<file path="src/rtl/spike_window_counter.sv">
// Spike rate decoder: counts spikes over a programmable window, one-entry valid/ready result.
// Optional SPIKE_FIRST_LAT_EN adds out_first_lat (counter index of the window's first spike).
module spike_window_counter #(
    parameter int CNT_W = 8,
    parameter int WIN_W = 8
) (
    input  logic             clk,
    input  logic             rst,
    input  logic             enable,
    input  logic             spike_in,
    input  logic [WIN_W-1:0] win_len,
    output logic             out_valid,
    input  logic             out_ready,
    output logic [CNT_W-1:0] out_count,
    output logic             out_sat,
`ifdef SPIKE_FIRST_LAT_EN
    output logic [WIN_W-1:0] out_first_lat,
`endif
    output logic [7:0]       drop_count
);

    typedef enum logic {S_IDLE, S_COUNT} state_t;

    localparam logic [CNT_W-1:0] CNT_MAX = '1;

    state_t           r_state;
    logic [WIN_W-1:0] r_win_reg;
    logic [WIN_W-1:0] r_win_ctr;
    logic [CNT_W-1:0] r_acc;
    logic             r_sat;
    logic             r_valid;
    logic [CNT_W-1:0] r_count;
    logic             r_out_sat;
    logic [7:0]       r_drop;

    logic [WIN_W-1:0] w_start_len;
    logic             w_last;
    logic             w_acc_full;
    logic [CNT_W-1:0] w_acc_next;
    logic             w_sat_next;
    logic             w_complete;
    logic             w_accept;

    assign w_start_len = (win_len == '0) ? WIN_W'(1) : win_len;
    assign w_last      = (r_win_ctr == r_win_reg - WIN_W'(1));
    assign w_acc_full  = (r_acc == CNT_MAX);
    assign w_acc_next  = w_acc_full ? r_acc : r_acc + CNT_W'(spike_in);
    assign w_sat_next  = r_sat | (w_acc_full & spike_in);
    assign w_complete  = (r_state == S_COUNT) && w_last;
    // A completed window may overwrite the result only if it is empty or leaving this cycle.
    assign w_accept    = !r_valid || out_ready;

`ifdef SPIKE_FIRST_LAT_EN
    // All-ones marks "no spike yet"; a window index never reaches it (max index is 2^WIN_W-2).
    logic [WIN_W-1:0] r_first;
    logic [WIN_W-1:0] r_out_first;
    logic [WIN_W-1:0] w_first_next;

    assign w_first_next  = (r_first == '1 && spike_in) ? r_win_ctr : r_first;
    assign out_first_lat = r_out_first;
`endif

    // NOTE: every state register uses <= so all updates see the pre-edge values of each other.
    always_ff @(posedge clk) begin
        if (rst) begin
            r_state   <= S_IDLE;
            r_win_reg <= '0;
            r_win_ctr <= '0;
            r_acc     <= '0;
            r_sat     <= 1'b0;
            r_valid   <= 1'b0;
            r_count   <= '0;
            r_out_sat <= 1'b0;
            r_drop    <= '0;
`ifdef SPIKE_FIRST_LAT_EN
            r_first     <= '1;
            r_out_first <= '0;
`endif
        end else begin
            case (r_state)
                S_IDLE: begin
                    if (enable) begin
                        r_win_reg <= w_start_len;
                        r_win_ctr <= '0;
                        r_acc     <= '0;
                        r_sat     <= 1'b0;
`ifdef SPIKE_FIRST_LAT_EN
                        r_first   <= '1;
`endif
                        r_state   <= S_COUNT;
                    end
                end
                S_COUNT: begin
                    if (w_last) begin
                        if (enable) begin
                            r_win_reg <= w_start_len;
                            r_win_ctr <= '0;
                            r_acc     <= '0;
                            r_sat     <= 1'b0;
`ifdef SPIKE_FIRST_LAT_EN
                            r_first   <= '1;
`endif
                        end else begin
                            r_state <= S_IDLE;
                        end
                    end else if (!enable) begin
                        r_state <= S_IDLE;
                    end else begin
                        r_acc     <= w_acc_next;
                        r_sat     <= w_sat_next;
                        r_win_ctr <= r_win_ctr + WIN_W'(1);
`ifdef SPIKE_FIRST_LAT_EN
                        r_first   <= w_first_next;
`endif
                    end
                end
                default: r_state <= S_IDLE;
            endcase

            if (w_complete) begin
                if (w_accept) begin
                    r_valid   <= 1'b1;
                    r_count   <= w_acc_next;
                    r_out_sat <= w_sat_next;
`ifdef SPIKE_FIRST_LAT_EN
                    r_out_first <= w_first_next;
`endif
                end else if (r_drop != 8'hFF) begin
                    r_drop <= r_drop + 8'd1;
                end
            end else if (r_valid && out_ready) begin
                r_valid <= 1'b0;
            end
        end
    end

    assign out_valid  = r_valid;
    assign out_count  = r_count;
    assign out_sat    = r_out_sat;
    assign drop_count = r_drop;

endmodule

</file>
<file path="config.mk">
export PLATFORM = sky130hd
export DESIGN_NAME = spike_window_counter
export DESIGN_NICKNAME = d
export VERILOG_FILES = /design/src/rtl/spike_window_counter.sv
export SDC_FILE = /design/constraint.sdc
export NUM_CORES = 1
export LEC_CHECK = 0
export ABC_AREA = 0
export ABC_CLOCK_PERIOD_IN_PS = 3350
export BUFFER_PORTS_ARGS = -buffer_cell sky130_fd_sc_hd__buf_4
export CELL_PAD_IN_SITES_DETAIL_PLACEMENT = 0
export CELL_PAD_IN_SITES_GLOBAL_PLACEMENT = 2
export CORE_UTILIZATION = 34
export CTS_CLUSTER_SIZE = 30
export DETAILED_ROUTE_END_ITERATION = 12
export HOLD_SLACK_MARGIN = 0.05
export PLACE_DENSITY = 0.78
export SYNTH_ARGS = -nofsm -noshare
export SYNTH_HDL_FRONTEND = slang
export SYNTH_SLANG_ARGS = --single-unit
export TNS_END_PERCENT = 10
</file>
<file path="constraint.sdc">
create_clock -name clk -period 3.35 [get_ports clk]
set_input_delay 0.1675 -clock clk [delete_from_list [all_inputs] [get_ports clk]]
set_output_delay 0.1675 -clock clk [all_outputs]
set_load 0.02 [all_outputs]
</file>
# Yosys cells after proc, flatten, opt, wreduce, memory -nomap -nowiden
# Cells that the tools add are included.
dict set report op_classes {
  bitwise 4
  muxes 21
  n_eq_ne 6
  n_addsub 4
  n_reduce_logical 9
}
# operator n
set op_table {}
lappend op_table {{8-bit 2-to-1 mux} 10}
lappend op_table {{8-bit one-hot mux with 2 select lines} 3}
lappend op_table {{8-bit by 1-bit adder with 8-bit output (second input constant)} 2}
lappend op_table {{8-bit by 1-bit adder with 8-bit output} 1}
lappend op_table {{8-bit == test} 1}
lappend op_table {{8-bit == test (second input constant)} 1}
lappend op_table {{8-bit logical NOT} 1}
lappend op_table {{8-bit != test (second input constant)} 1}
lappend op_table {{8-bit by 1-bit subtractor with 8-bit output (second input constant)} 1}
lappend op_table {{1-bit 2-to-1 mux} 7}
lappend op_table {{2-bit by 1-bit != test with 1-bit output (second input constant)} 2}
lappend op_table {{2-bit AND reduction} 2}
lappend op_table {{3-bit by 2-bit != test with 1-bit output (second input constant)} 1}
lappend op_table {{3-bit AND reduction} 1}
lappend op_table {{1-bit logical AND} 2}
lappend op_table {{1-bit inverter} 2}
lappend op_table {{1-bit one-hot mux with 2 select lines} 1}
lappend op_table {{2-bit nonzero test} 1}
lappend op_table {{1-bit bitwise AND} 1}
lappend op_table {{1-bit logical NOT} 1}
lappend op_table {{1-bit logical OR} 1}
lappend op_table {{1-bit OR} 1}
dict set report totals {
  in_bits 13
  wordCells 53
  regBits 44
  out_inout_bits 18
}

# Depth between registers and ports, before layout
dict set report logic_depth {
  ltp_word 6
  mapped_depth 11
  ltp_nobuf 9
}

# Least setup slack after synthesis
# OpenSTA, ideal clock, no wires.
dict set report synth_path {
  kind {reg2reg}
  from {register r_win_reg[0]}
  to {register r_drop[4], in the netlist drop_count[4]}
  path_stages_with_launch 12
  required_time_ns 3.291
  n_path_buf 2
  slack_ns 0.936
  arrival_time_ns 2.355
  setup_ns 0.059
  period_less_slack_ns 2.414
  cell_sequence {dfxtp_1 inv_1 ha_1 buf_4 o21ba_1 a221oi_1 a41oi_1 nor3_4 o211ai_2 buf_6 or4_1 nand2_1}
}
dict set report synth_between {
  elab_chain_len 4
}
# item line
set synth_rtl {}
lappend synth_rtl {{from (decl)} 27} ;# logic [WIN_W-1:0] r_win_reg;
lappend synth_rtl {{from (signal assigned)} 83} ;# r_win_reg <= w_start_len;
lappend synth_rtl {{from (signal assigned)} 96} ;# r_win_reg <= w_start_len;
lappend synth_rtl {{8-bit by 1-bit subtractor with 8-bit output} 45} ;# assign w_last = (r_win_ctr == r_win_reg - WIN_W'(1));
lappend synth_rtl {{8-bit == test} 45}
lappend synth_rtl {{1-bit logical AND} 49} ;# assign w_complete = (r_state == S_COUNT) && w_last;
lappend synth_rtl {{3-bit AND reduction (no source line)} --}
lappend synth_rtl {{to (signal assigned)} 129} ;# r_drop <= r_drop + 8'd1;
lappend synth_rtl {{to (decl)} 34} ;# logic [7:0] r_drop;
# Every way passes these cells.
# A chain may end at the register's enable or synchronous reset.

# Final worst setup path
dict set report layout_path {
  from {register r_win_reg[0]}
  to {register r_drop[5], in the netlist drop_count[5]}
}
# The elaborated chain is that of the path after synthesis.

==> out/results.ini <==
[drt]
vias_per_cell = 5.066
vias = 1844
dr.pass1.iters = 8
wl_per_cell_um = 13.21
ant_nets = 0
drc = 6
dr.first_iter.drc_count = 64
drt-total-wl_um = 4810

[clock_network]
cts_max_path_buffers = 2
cts_resized = 0
cts_setup_buffers = 0
cts_buffers = 5
ctsHoldBuffers = 0
cts_tree = yes
ctsHtreeMaxLevel = 2
cts_sinks = 44
cts.clk_slew.worst_paths_ns = 0.09
worstSkewPairLatency_ns = 0.30
clock-root-buffer = clkbuf_8

[status]
failed_checks = design-rule violations
status = finished, violations left

[setup_path]
r2r_slack_ns = 0.66
cp_slowest_stage_delay_ns = 0.54
cp-start-kind = register
required_ns = 3.59
crit_chain = inv_1 -> ha_1 -> o21ba_1 -> a221oi_1 -> a41oi_1 -> nor3_4 -> o211ai_2 -> or4_1 -> a21oi_1
crit_fanout = 13
critPathSlowestCell = or4_1
cp-end-kind = register
reg2regPathDepth = 9
r2r_end = drop_count[5]$_SDFFE_PP0P_
r2r-start = r_win_reg[0]$_SDFFE_PP0P_
cp.arrival_ns = 2.93
critical_path_class = reg -> reg

[final_layout]
fin_nets = 304
final_cell_mix = dfxtp_1 (44), buf_4 (32), nor2_1 (27)
fillers = 659
fin_cells = 364
layout_commonest_cell = dfxtp_1
syn_to_final_growth_pct = 16.18
drive_gt1_share_pct = 17.42
diodes = 0
finalCoreUtilization_pct = 41.40

[logic_synthesis]
synth_fa_ha_area_share_pct = 2.734
synth-simple-area-share_pct = 25.97
synthXorXnorAreaFrac_pct = 8.037
avgSynthCellArea_um2 = 8.768
yosysSeqAreaShare_pct = 38.49
synthCells = 261
yosys_warnings = 0
synth_area_um2 = 2288
synth_seq_cells = 44
synth_top_family_by_area = simple AND/OR/NAND/NOR gates
yosysUniqueCellTypes = 45
syn-num-nets = 279
synth_mux_area_share_pct = 7.326
synth_compound_area_share_pct = 13.23

[placement]
io_buffers = 30
dp_hpwl_um = 3290
placedCellCount = 356
gp_congestion = 0.7421

[timing]
fmax_mhz = 371.3
drv_slew = 0
rsz0062_at_grt = no
finalCriticalPeriod_ns = 2.693
setup_tns_ns = 0
setup_viol = 0
post-route-period-util_pct = 80.40
hold_viol = 0
fin_worst_skew_ns = 0.007560
worst_hold_slack_ns = 0.1090
relSlewSlack_pct = 51.96
worst_pin_slew_ns = 0.7151

[pwr]
p_per_area_nw_per_um2 = 401.7
p_leak_nw = 1.037
p_sw_share_pct = 24.79
ir_drop_mv = 0.1640
power.internal_w = 0.0008034
power_switching_w = 0.0002648
pwr-share-comb_pct = 11.0
clock_power_share_pct = 38.3
pwr-share-seq_pct = 50.7

[floorplan]
design.core.area_um2 = 6422
die_w_um = 84.04
rows = 29
die_h_um = 84.04
start_util_pct = 35.63
pin_count = 31
dieArea_um2 = 7063

[job]
maxCapViolCount = 0

[grt]
grt-ovfl-total = 0
grt_pass1_vias = 1692
grt_max_degree = 46
grt_pass1_wl_um = 8321
grt_usage_pct = 14.59
antenna_found_initial = 0

[worst_hold_path]
holdPathEnd = r_win_reg[4]$_SDFFE_PP0P_
worstHoldStart = win_len[4]
hold_path_depth = 3
hold_path_class = in -> reg

==> cells by family (layout without fill, tap and decap cells) <==
group | count (synthesis) | after routing
buffers and inverters | 20 | 46
AND/OR/NAND/NOR | 110 | 110
adder cells (fa/ha/maj) | 5 | 5
XOR/XNOR | 21 | 21
multiplexers | 16 | 16
flip-flops | 44 | 44
AO/OA/AOI/OAI | 45 | 45
==> stage by stage <==
stage / setup slack (ns) / area [µm²] / total power (W)
2_1_floorplan: 0.9358 / 2288 / 0.0006419
3_3_place_gp: 0.7316 / 2551 / 0.0006718
3_5_place_dp: 0.6719 / 2551 / 0.0006725
4_1_cts: 0.6619 / 2659 / 0.001085
5_1_grt: 0.4728 / 2659 / 0.001120
6_report: 0.6567 / 2659 / 0.001068
==> power groups by stage <==
stage / sequential, W / combinational, W / clock [W]
after detailed placement: 0.000554 / 0.000118 / 0
after CTS: 0.000542 / 0.000119 / 0.000424
final: 0.000542 / 0.000118 / 0.000409
after global placement: 0.000554 / 0.000118 / 0
after global routing: 0.000544 / 0.000130 / 0.000446
after floorplan: 0.000551 / 0.0000905 / 0
==> cells in the mapped netlist, drive strengths merged <==
cell,count,area (µm²)
dfxtp,44,880.8
nor2,27,101.4
nand3,18,90.09
a21oi,17,88.84
nand2b,14,87.58
xor2,12,105.1
nor3,11,66.32
mux2i,10,100.1
nand2,10,37.54
nor2b,10,62.56
o21ai,9,45.04
xnor2,9,78.83
clkbuf,8,30.03
buf,6,43.79
inv,6,22.52
mux2,6,67.56
ha,5,62.56
nand4,5,31.28
or4,4,30.03
a211oi,3,22.52
a31oi,3,18.77
nand3b,3,22.52
o31ai,3,22.52
nor4,2,18.77
o211ai,2,20.02
or3,2,12.51
a21o,1,7.510
a221oi,1,8.760
a32oi,1,8.760
a41oi,1,8.760
and3,1,6.260
and4b,1,10.01
nand4b,1,8.760
nor4b,1,8.760
o2111ai,1,8.760
o21ba,1,10.01
o221ai,1,26.28
o22ai,1,6.260
==> worst max path at each step <==
stage | startpoint | end | slack [ns]
after floorplan | r_win_reg[0]$_SDFFE_PP0P_ | drop_count[4]$_SDFFE_PP0P_ | 0.94
after global placement | r_win_reg[0]$_SDFFE_PP0P_ | drop_count[7]$_SDFFE_PP0P_ | 0.73
after detailed placement | r_win_reg[0]$_SDFFE_PP0P_ | drop_count[5]$_SDFFE_PP0P_ | 0.67
after CTS | r_win_reg[0]$_SDFFE_PP0P_ | drop_count[5]$_SDFFE_PP0P_ | 0.66
after global routing | r_win_reg[0]$_SDFFE_PP0P_ | drop_count[5]$_SDFFE_PP0P_ | 0.47
final | r_win_reg[0]$_SDFFE_PP0P_ | drop_count[5]$_SDFFE_PP0P_ | 0.66
==> layer usage <==
metal / up-vias / wire length, µm / global-route usage (%)
li1: 973 / - / -
met1: 835 / 2568 / 20.77
met2: 32 / 2010 / 21.46
met3: 4 / 169 / 3.264
met4: 0 / 61 / 5.172
met5: - / 0 / 0
==> critical path, delay by kind of cell (launching register included) <==
family / cells / cell delay [ns]
AO/OA/AOI/OAI: 5 / 1.05
adder cells (fa/ha/maj): 1 / 0.31
buffers and inverters: 1 / 0.07
flip-flops: 1 / 0.38
AND/OR/NAND/NOR: 2 / 0.82
==> area by class of cell <==
| type | count | area, µm² | area share [%] |
|---|---|---|---|
| Multi-Input combinational cell | 197 | 1311 | 49.32 |
| Sequential cell | 44 | 880.8 | 33.13 |
| Timing Repair Buffer | 32 | 240.2 | 9.035 |
| Tap cell | 77 | 96.34 | 3.624 |
| Clock buffer | 6 | 72.57 | 2.729 |
| Clock inverter | 2 | 35.03 | 1.318 |
| Inverter | 6 | 22.52 | 0.8471 |
No activity file was read; power rests on OpenSTA's default activity.
